--- config.mk ---
export PLATFORM = sky130hd
export DESIGN_NAME = bram_dual_bank_responder
export DESIGN_NICKNAME = d
export VERILOG_FILES = /design/src/rtl/bram_pkg.sv /design/src/rtl/bram_dual_bank_responder_bank.sv /design/src/rtl/bram_dual_bank_responder.sv
export SDC_FILE = /design/constraint.sdc
export NUM_CORES = 1
export LEC_CHECK = 0
export ABC_AREA = 0
export BUFFER_PORTS_ARGS = -buffer_cell sky130_fd_sc_hd__buf_2
export CORE_MARGIN = 1.5
export CORE_UTILIZATION = 60
export CTS_BUF_LIST = sky130_fd_sc_hd__clkbuf_4
export CTS_CLUSTER_SIZE = 16
export DETAILED_ROUTE_END_ITERATION = 8
export HOLD_SLACK_MARGIN = 0.15
export PLACE_DENSITY = 0.82
export SLEW_MARGIN = 20
export SYNTH_ARGS = -nofsm -noshare
export SYNTH_HDL_FRONTEND = slang
export SYNTH_HIERARCHICAL = 1
export SYNTH_SLANG_ARGS = --single-unit
--- constraint.sdc ---
create_clock -name clk -period 2.68 [get_ports clk]
set_clock_uncertainty 0.05 [all_clocks]
set_input_delay 0.268 -clock clk [delete_from_list [all_inputs] [get_ports clk]]
set_output_delay 0.268 -clock clk [all_outputs]
set_load 0.03 [all_outputs]
--- src/rtl/bram_pkg.sv ---
// Shared constants for the dual-bank BRAM responder: default geometry,
// write-cycle read modes and sticky error-bit positions.
package bram_pkg;

    localparam int BRAM_DATA_W = 8;
    localparam int BRAM_ADDR_W = 5;
    localparam int BRAM_DEPTH  = 32;

    localparam int READ_FIRST  = 0;
    localparam int WRITE_FIRST = 1;

    localparam int ERR_UNWRITTEN = 0;
    localparam int ERR_OOR       = 1;

endpackage

--- src/rtl/bram_dual_bank_responder_bank.sv ---
// One single-port BRAM bank: storage, written-address bitmap, distinct-write
// counter, sticky error flags and a 1- or 2-stage read-valid pipeline.
module bram_bank
    import bram_pkg::*;
#(
    parameter int DATA_W    = BRAM_DATA_W,
    parameter int ADDR_W    = BRAM_ADDR_W,
    parameter int DEPTH     = BRAM_DEPTH,
    parameter int RD_LAT    = 1,
    parameter int READ_MODE = READ_FIRST
) (
    input  logic              clk,
    input  logic              rst,
    input  logic              ena,
    input  logic              wea,
    input  logic [ADDR_W-1:0] addr,
    input  logic [DATA_W-1:0] din,
    output logic [DATA_W-1:0] dout,
    output logic              valid,
    output logic [ADDR_W:0]   cnt,
    output logic              full,
    output logic [1:0]        err
);

    localparam int CNT_W = ADDR_W + 1;
    localparam logic [CNT_W-1:0] DEPTH_C = CNT_W'(DEPTH);

    logic [DATA_W-1:0] mem_r [DEPTH];
    logic [DEPTH-1:0]  written_r;
    logic [CNT_W-1:0]  cnt_r;
    logic [1:0]        err_r;
    logic [DATA_W-1:0] s1_data_r;
    logic              s1_valid_r;

    logic              in_range_s;
    logic              hit_s;
    logic [DATA_W-1:0] stored_s;
    logic [DATA_W-1:0] resp_s;
    logic              do_write_s;
    logic              set_unwr_s;
    logic              set_oor_s;
    logic              cnt_inc_s;

    // Decode the current access: range, bitmap hit, response word and side effects
    always_comb begin
        in_range_s = ({1'b0, addr} < DEPTH_C);
        hit_s      = 1'b0;
        stored_s   = {DATA_W{1'b0}};
        resp_s     = {DATA_W{1'b0}};
        if (in_range_s) begin
            hit_s    = written_r[addr];
            stored_s = mem_r[addr];
        end else begin
            hit_s    = 1'b0;
            stored_s = {DATA_W{1'b0}};
        end

        // Unwritten words read as zero so stale array contents never leak out
        if (!in_range_s) begin
            resp_s = {DATA_W{1'b0}};
        end else if (wea && (READ_MODE == WRITE_FIRST)) begin
            resp_s = din;
        end else if (hit_s) begin
            resp_s = stored_s;
        end else begin
            resp_s = {DATA_W{1'b0}};
        end

        do_write_s = ena && wea && in_range_s;
        set_unwr_s = ena && !wea && in_range_s && !hit_s;
        set_oor_s  = ena && !in_range_s;
        cnt_inc_s  = do_write_s && !hit_s && (cnt_r != DEPTH_C);
    end

    // Storage array; deliberately not reset so contents survive a reset
    always_ff @(posedge clk) begin
        if (do_write_s) begin
            mem_r[addr] <= din;
        end
    end

    // Bitmap, counter, sticky errors and first read stage
    always_ff @(posedge clk or negedge rst) begin
        if (!rst) begin
            written_r  <= {DEPTH{1'b0}};
            cnt_r      <= {CNT_W{1'b0}};
            err_r      <= 2'b00;
            s1_data_r  <= {DATA_W{1'b0}};
            s1_valid_r <= 1'b0;
        end else begin
            s1_valid_r <= ena;
            if (ena) begin
                s1_data_r <= resp_s;
            end
            if (do_write_s) begin
                written_r[addr] <= 1'b1;
            end
            if (cnt_inc_s) begin
                cnt_r <= cnt_r + CNT_W'(1);
            end
            if (set_unwr_s) begin
                err_r[ERR_UNWRITTEN] <= 1'b1;
            end
            if (set_oor_s) begin
                err_r[ERR_OOR] <= 1'b1;
            end
        end
    end

    generate
        if (RD_LAT == 2) begin : g_lat2
            logic [DATA_W-1:0] s2_data_r;
            logic              s2_valid_r;

            // Output register stage; data holds between valid pulses
            always_ff @(posedge clk or negedge rst) begin
                if (!rst) begin
                    s2_data_r  <= {DATA_W{1'b0}};
                    s2_valid_r <= 1'b0;
                end else begin
                    s2_valid_r <= s1_valid_r;
                    if (s1_valid_r) begin
                        s2_data_r <= s1_data_r;
                    end
                end
            end

            assign dout  = s2_data_r;
            assign valid = s2_valid_r;
        end else begin : g_lat1
            assign dout  = s1_data_r;
            assign valid = s1_valid_r;
        end
    endgenerate

    assign cnt  = cnt_r;
    assign full = (cnt_r == DEPTH_C);
    assign err  = err_r;

endmodule

--- src/rtl/bram_dual_bank_responder.sv ---
// Two independent single-port BRAM banks (A and B) answering the controller's
// per-bank strobes; this level only wires the two bank instances.
module bram_dual_bank_responder
    import bram_pkg::*;
#(
    parameter int DATA_W    = BRAM_DATA_W,
    parameter int ADDR_W    = BRAM_ADDR_W,
    parameter int DEPTH     = BRAM_DEPTH,
    parameter int RD_LAT    = 1,
    parameter int READ_MODE = READ_FIRST
) (
    input  logic              clk,
    input  logic              rst,
    input  logic              ena_A,
    input  logic              wea_A,
    input  logic [ADDR_W-1:0] addra_A,
    input  logic [DATA_W-1:0] dina_A,
    output logic [DATA_W-1:0] douta_A,
    output logic              valida_A,
    output logic [ADDR_W:0]   cnt_A,
    output logic              full_A,
    output logic [1:0]        err_A,
    input  logic              ena_B,
    input  logic              wea_B,
    input  logic [ADDR_W-1:0] addra_B,
    input  logic [DATA_W-1:0] dina_B,
    output logic [DATA_W-1:0] douta_B,
    output logic              valida_B,
    output logic [ADDR_W:0]   cnt_B,
    output logic              full_B,
    output logic [1:0]        err_B
);

    bram_bank #(
        .DATA_W(DATA_W), .ADDR_W(ADDR_W), .DEPTH(DEPTH),
        .RD_LAT(RD_LAT), .READ_MODE(READ_MODE)
    ) u_bank_a (
        .clk(clk), .rst(rst),
        .ena(ena_A), .wea(wea_A), .addr(addra_A), .din(dina_A),
        .dout(douta_A), .valid(valida_A), .cnt(cnt_A), .full(full_A), .err(err_A)
    );

    bram_bank #(
        .DATA_W(DATA_W), .ADDR_W(ADDR_W), .DEPTH(DEPTH),
        .RD_LAT(RD_LAT), .READ_MODE(READ_MODE)
    ) u_bank_b (
        .clk(clk), .rst(rst),
        .ena(ena_B), .wea(wea_B), .addr(addra_B), .din(dina_B),
        .dout(douta_B), .valid(valida_B), .cnt(cnt_B), .full(full_B), .err(err_B)
    );

endmodule

After elaboration in Yosys (flattened, before gate mapping)

Memories as Yosys holds them, arrays and structs flattened.
Cells that the tools add are included.

Register bits: 96
RAM bits: 512
Output and inout bits: 36
Word-level logic and storage cells: 54
Memories: 2

Memories:

| name           | words | width | read ports | clocked after Yosys merged registers in | wr ports | RTL line                            | text |
|---|---|---|---|---|---|---|---|
| u_bank_a.mem_r | 32    | 8     | 1          | 0                                       | 1        | bram_dual_bank_responder_bank.sv:28 | `logic [DATA_W-1:0] mem_r [DEPTH];` |
| u_bank_b.mem_r | 32    | 8     | 1          | 0                                       | 1        | bram_dual_bank_responder_bank.sv:28 |  |

Add/subtract/negate cells: 2
Order comparisons: 4
Equality and inequality tests: 4
Multiplexer cells: 14
Bitwise gates (word level): 2
Reductions and logical operators: 16

Operator list:

| kind                                                                                 | count |
|---|---|
| 32-bit OR                                                                            | 2 |
| 8-bit two-way mux                                                                    | 2 |
| 6-bit by 1-bit adder with 6-bit output (second input constant)                       | 2 |
| 6-bit equality test (second input constant)                                          | 2 |
| 1-bit logical AND                                                                    | 12 |
| 5-bit by 6-bit less-than comparator with 1-bit output (second input constant)        | 2 |
| 6-bit != test (second input constant)                                                | 2 |
| 1-bit binary-select mux with 5-bit select                                            | 2 |
| 1-bit demux with 5-bit select                                                        | 2 |
| 5-bit by 1-bit greater-or-equal comparator with 1-bit output (second input constant) | 2 |
| 1-bit two-way mux                                                                    | 8 |
| 1-bit zero test                                                                      | 4 |

Depth between registers and ports, before layout

Depth in word-level cells: 5
Gate-level depth with buffers: 9
Gate-level depth less buffers: 7

Hierarchy

Netlist, hierarchy kept.

By module, submodules not included:

| module               | instances | cells an instance | area each (um2) |
|---|---|---|---|
| bram_bank (u_bank_a) | 1         | 614               | 11832.6 |
| bram_bank (u_bank_b) | 1         | 611               | 11816.3 |

Worst setup path after synthesis

Ideal clock, no wire load.

Kind: register to register
From: register u_bank_a.cnt_r[0] (netlist: u_bank_a/cnt[0])
To: register u_bank_a.cnt_r[1] (netlist: u_bank_a/cnt[1])
Arrival time: 2.431 ns
Data required time: 2.505 ns
Setup slack: 0.074 ns
Stages on the path, launching flop included: 7
Path buffers: 0
Clock period less this slack: 2.606 ns
Path through: dfrtp_1 > inv_1 > ha_1 > nand2_1 > nor4_1 > or3_4 > mux2_4

Cells in the longest elaborated chain, start to end: 2
Elaborated cells on any way between the ends: 3

Ends and longest elaborated chain:

| element                                                                                        | RTL line                            | text |
|---|---|---|
| start, declared                                                                                | bram_dual_bank_responder_bank.sv:30 | `logic [CNT_W-1:0] cnt_r;` |
| start signal, assigned                                                                         | bram_dual_bank_responder_bank.sv:86 | `cnt_r <= {CNT_W{1'b0}};` |
| start signal, assigned                                                                         | bram_dual_bank_responder_bank.sv:99 | `cnt_r <= cnt_r + CNT_W'(1);` |
| parallel branches: the longest is 2 deep, another holds 6-bit by 1-bit adder with 6-bit output | --                                  |  |

Parallel ways; which one is timed is not known.
A chain may end at the register's enable or synchronous reset.

Final worst setup path

From: register u_bank_b.cnt_r[0] (netlist: u_bank_b/cnt[0])
To: output full_B

Cells in the longest elaborated chain, start to end: 1

Ends and longest elaborated chain:

| element                | RTL line                             | text |
|---|---|---|
| start, declared        | bram_dual_bank_responder_bank.sv:30  |  |
| start signal, assigned | bram_dual_bank_responder_bank.sv:86  |  |
| start signal, assigned | bram_dual_bank_responder_bank.sv:99  |  |
| 6-bit equality test    | bram_dual_bank_responder_bank.sv:137 | `assign full = (cnt_r == DEPTH_C);` |
| end, declared          | bram_dual_bank_responder.sv:30       | `output logic full_B,` |

Every way passes these cells.

==> flow_summary.rst <==
.. list-table::
   :header-rows: 1

   * - Metric
     - Value
   * - Run status
     - finished clean
   * - Number of synthesized flops with an enable pin
     - 512
   * - Cell area after technology mapping
     - 23600 µm²
   * - Tmin final
     - 2440 ps
   * - Wire length of the first global-routing pass
     - 81600 µm
   * - Max-slew violation count
     - 0
   * - Ys Warns
     - 6
   * - Reg-to-Reg Start
     - u_bank_a/written_r[4]$_DFFE_PN0P_
   * - Total design power
     - 20.2 mW
   * - Leakage power figure
     - 9.84 nW
   * - Depth of the worst hold-timing path
     - 6
   * - Number of global-route vias before repair
     - 13800
   * - Slew at the pin with the worst max-slew slack
     - 1130 ps
   * - Count of port buffers added during placement
     - 65
   * - Ports
     - 68
   * - Avg Vias per Cell
     - 6.19
   * - P per Cell Area
     - 736 nW/µm²
   * - TritonCTS clock tree
     - done
   * - Worst-path cell chain
     - inv_1 -> ha_1 -> nand2_1 -> nor4_2 -> buf_2
   * - Die height
     - 202 µm
   * - Final cell count without fillers
     - 2147
   * - Total of endpoints with negative setup slack in the final report
     - 0
   * - Fraction of final layout cells sized beyond drive strength 1
     - 0.383
   * - Core Region
     - 38700 µm²
   * - Average cell area after synthesis
     - 19.3 µm²
   * - Library cell occupying the most area in the post-synthesis netlist
     - sky130_fd_sc_hd__edfxtp_1
   * - Main synth FF type
     - sky130_fd_sc_hd__edfxtp_1
   * - Antenna violations before repair
     - 2
   * - Initial DRC count
     - 1429
   * - Die area
     - 40600 µm²
   * - Post-synth top area share
     - 0.650
   * - Layout net count
     - 1548
   * - Main area contributors after synthesis
     - sky130_fd_sc_hd__edfxtp_1, sky130_fd_sc_hd__mux4_2, sky130_fd_sc_hd__dfrtp_1, sky130_fd_sc_hd__a22oi_1, sky130_fd_sc_hd__or2_2
   * - Die outline width
     - 202 µm
   * - RSZ-0062 raised after global routing
     - false
   * - Clock-pin slew on the worst setup and hold paths
     - 70 ps
   * - Post-detailed-placement cell area
     - 25200 µm²
   * - Setup slack, reg-to-reg
     - 430 ps
   * - Worst Setup Path Type
     - reg -> out
   * - Final setup TNS
     - 0 ps
   * - Endpoint of the worst hold-timing path
     - u_bank_b/dout[6]$_DFFE_PN0P_
   * - Startpoint type of the worst setup path
     - flip-flop
   * - CTS Root Buffer Type
     - sky130_fd_sc_hd__clkbuf_4
   * - Clock sinks
     - 608
   * - Flip-flop and latch count after synthesis
     - 608
   * - Part of the Yosys area used for sequential elements
     - 0.752
   * - Worst VDD drop
     - 0.492 mV
   * - Total number of placement rows
     - 72
   * - Total number of vias
     - 13300
   * - Share of async-settable or async-resettable flops after synthesis
     - 0.158
   * - DP Wirelength
     - 33900 µm
   * - GRT overflow
     - 0
   * - Slowest library cell on the worst path
     - sky130_fd_sc_hd__dfrtp_1
   * - Final hold slack
     - 228 ps
   * - Worst-path maximum fanout
     - 4
   * - Element type at the critical path end
     - output pin
   * - Launch instance of the worst min-delay path
     - addra_B[0]
   * - Place WS
     - 147 ps
   * - Worst slew margin relative to its limit
     - 0.244
   * - Critical R2R Capture
     - u_bank_a/cnt[5]$_DFFE_PN0P_
   * - Clock buffer count from CTS
     - 145
   * - Share of the core filled with cells in the final layout
     - 0.709
   * - Critical path origin
     - u_bank_b/cnt[0]$_DFFE_PN0P_
   * - Final period utilization
     - 0.909
   * - Buffer levels on the longest clock path
     - 3
   * - Maximum number of pins on one net before global-route repair
     - 49
   * - Arrival time at the worst endpoint
     - 2120 ps
   * - Htree depth
     - 4
   * - Setup Buffers After CTS
     - 0
   * - Post-layout worst setup margin
     - 245 ps
   * - Area added between synthesis and finish
     - 16.2%
   * - Post-synthesis cell count
     - 1225
   * - Post-detailed-route count of antenna-violating nets
     - 0
   * - Count of unique library cells instantiated by Yosys
     - 46
   * - Remaining routing DRC violations
     - 0
   * - Data required time of the critical path
     - 2360 ps
   * - Worst Reg-to-Reg Cells
     - 7
   * - Total instance count after detailed placement
     - 1852
   * - Final Hold Vio Count
     - 0
   * - Total nets after synthesis
     - 1261
   * - Total Routing Usage GR
     - 0.274
   * - Initial Utilization
     - 0.610
   * - Finished layout cell area
     - 27500 µm²
   * - Maximum clock frequency
     - 0.411 GHz
   * - Routability congestion estimate from global placement
     - 0.920
   * - Final Routed Wirelength
     - 53600 µm
   * - Max capacitance violation total
     - 0
   * - DRT Pass-1 Iters
     - 6
   * - Worst min-delay path category
     - in -> reg
   * - Largest stage delay on the critical path
     - 410 ps
   * - Clock Latency Late Sink
     - 850 ps
   * - Routed len/inst
     - 25.0 µm
[cell type report]
cell class / instances / area [µm²]
timing repair buffer: 202 / 1540
clock buffer: 224 / 1680
sequential: 608 / 17800
inverter: 22 / 82.6
tap: 518 / 648
antenna: 3 / 7.51
clock inverter: 37 / 234
fill: 2295 / 11300
multi-input combinational: 533 / 5510
[synthesized netlist by cell type (2+ instances only)]
master	n
sky130_fd_sc_hd__nor3_1	6
sky130_fd_sc_hd__nand3b_1	3
sky130_fd_sc_hd__nand4_1	19
sky130_fd_sc_hd__nor2b_1	4
sky130_fd_sc_hd__nor3_2	2
sky130_fd_sc_hd__or2_2	68
sky130_fd_sc_hd__o21ai_0	14
sky130_fd_sc_hd__ha_1	4
sky130_fd_sc_hd__o22ai_1	2
sky130_fd_sc_hd__or3_1	4
sky130_fd_sc_hd__buf_4	3
sky130_fd_sc_hd__nor4_1	3
sky130_fd_sc_hd__dfrtp_1	96
sky130_fd_sc_hd__edfxtp_1	512
sky130_fd_sc_hd__nand3_1	23
sky130_fd_sc_hd__conb_1	2
sky130_fd_sc_hd__a22oi_1	64
sky130_fd_sc_hd__and2_1	6
sky130_fd_sc_hd__buf_6	3
sky130_fd_sc_hd__mux2i_1	32
sky130_fd_sc_hd__or3b_2	2
sky130_fd_sc_hd__xnor2_1	2
sky130_fd_sc_hd__buf_2	25
sky130_fd_sc_hd__mux4_2	128
sky130_fd_sc_hd__o21ai_1	7
sky130_fd_sc_hd__o221ai_1	5
sky130_fd_sc_hd__inv_1	22
sky130_fd_sc_hd__o21bai_1	2
sky130_fd_sc_hd__nor2_1	76
sky130_fd_sc_hd__buf_1	11
sky130_fd_sc_hd__a31oi_2	2
sky130_fd_sc_hd__nand2_1	18
sky130_fd_sc_hd__xor2_1	7
sky130_fd_sc_hd__nand2b_1	9
sky130_fd_sc_hd__clkbuf_1	20
sky130_fd_sc_hd__and3_1	2
sky130_fd_sc_hd__o32ai_1	8
[power by group]
group / internal, mW / switching (mW)
Combinational: 0.701 / 1.06
Clock: 4.10 / 3.50
Sequential: 10.6 / 0.266
[how the worst max path moves through the flow]
stage                                  endpoint  slack (ps)
finish                                   full_B         240
global route                             full_B          90
CTS                                      full_A          80
detailed placement  u_bank_b/cnt[1]$_DFFE_PN0P_         150
global placement    u_bank_a/cnt[1]$_DFFE_PN0P_         240
floorplan           u_bank_a/cnt[1]$_DFFE_PN0P_          70
[layer usage]
metal	routed length, µm	part of all wire	GRT usage
met5	0	0	0
met2	26300	0.49	0.436
met4	1970	0.037	0.123
met1	20000	0.37	0.357
met3	5280	0.098	0.0771
[critical path, delay by kind of cell (launching register included)]
kind                     cells  cell delay (ps)
buffers and inverters        2              380
flip-flops                   1              410
adder cells (fa/ha/maj)      1              150
AND/OR/NAND/NOR              2              380
[cells in the final DEF, fill, tap and decap left out, types with 4 or more instances in the layout]
master	n
sky130_fd_sc_hd__inv_1	22
sky130_fd_sc_hd__buf_2	60
sky130_fd_sc_hd__mux2i_1	32
sky130_fd_sc_hd__o221ai_1	5
sky130_fd_sc_hd__dfrtp_1	96
sky130_fd_sc_hd__a22oi_1	64
sky130_fd_sc_hd__nand3_1	23
sky130_fd_sc_hd__clkinv_2	5
sky130_fd_sc_hd__nand4_1	19
sky130_fd_sc_hd__o32ai_1	8
sky130_fd_sc_hd__mux4_2	128
sky130_fd_sc_hd__o21ai_0	14
sky130_fd_sc_hd__inv_2	5
sky130_fd_sc_hd__clkinv_1	22
sky130_fd_sc_hd__or2_2	68
sky130_fd_sc_hd__dlygate4sd3_1	30
sky130_fd_sc_hd__nor2_1	76
sky130_fd_sc_hd__buf_4	105
sky130_fd_sc_hd__nand2b_1	9
sky130_fd_sc_hd__buf_12	6
sky130_fd_sc_hd__o21ai_1	7
sky130_fd_sc_hd__or3_1	4
sky130_fd_sc_hd__nand2_1	18
sky130_fd_sc_hd__xor2_1	7
sky130_fd_sc_hd__nor2b_1	4
sky130_fd_sc_hd__edfxtp_1	512
sky130_fd_sc_hd__ha_1	4
sky130_fd_sc_hd__nor3_1	5
sky130_fd_sc_hd__clkbuf_4	224
sky130_fd_sc_hd__and2_1	6
[registers in the layout (all words and copies together), names as in the netlist]
register,flops
u_bank_a/mem_r,256
u_bank_a/dout,8
u_bank_b/valid,1
u_bank_a/valid,1
u_bank_b/written_r,32
u_bank_b/cnt,6
u_bank_a/err,1
u_bank_b/dout,8
u_bank_b/err,1
u_bank_a/written_r,32
u_bank_b/mem_r,256
u_bank_a/cnt,6
[cell families after synthesis]
group,count (synthesis),synth area share
AOI/OAI and AO/OA,107,0.0342
xor gates and xnor gates,9,0.00333
adders and majority gates,4,0.00212
buffers and inverters,84,0.0161
DFF,608,0.752
muxes,162,0.137
other,2,0.000318
and+or+nand+nor,249,0.0557
[what timing repair did]
| item | CTS | global route |
|---|---|---|
| gates resized for setup | 1 | 1 |
| setup endpoints to repair | 1 | 1 |
| hold endpoints to repair | 837 | 0 |
| hold buffers | 31 | 0 |
No activity file was read; power rests on OpenSTA's default activity.
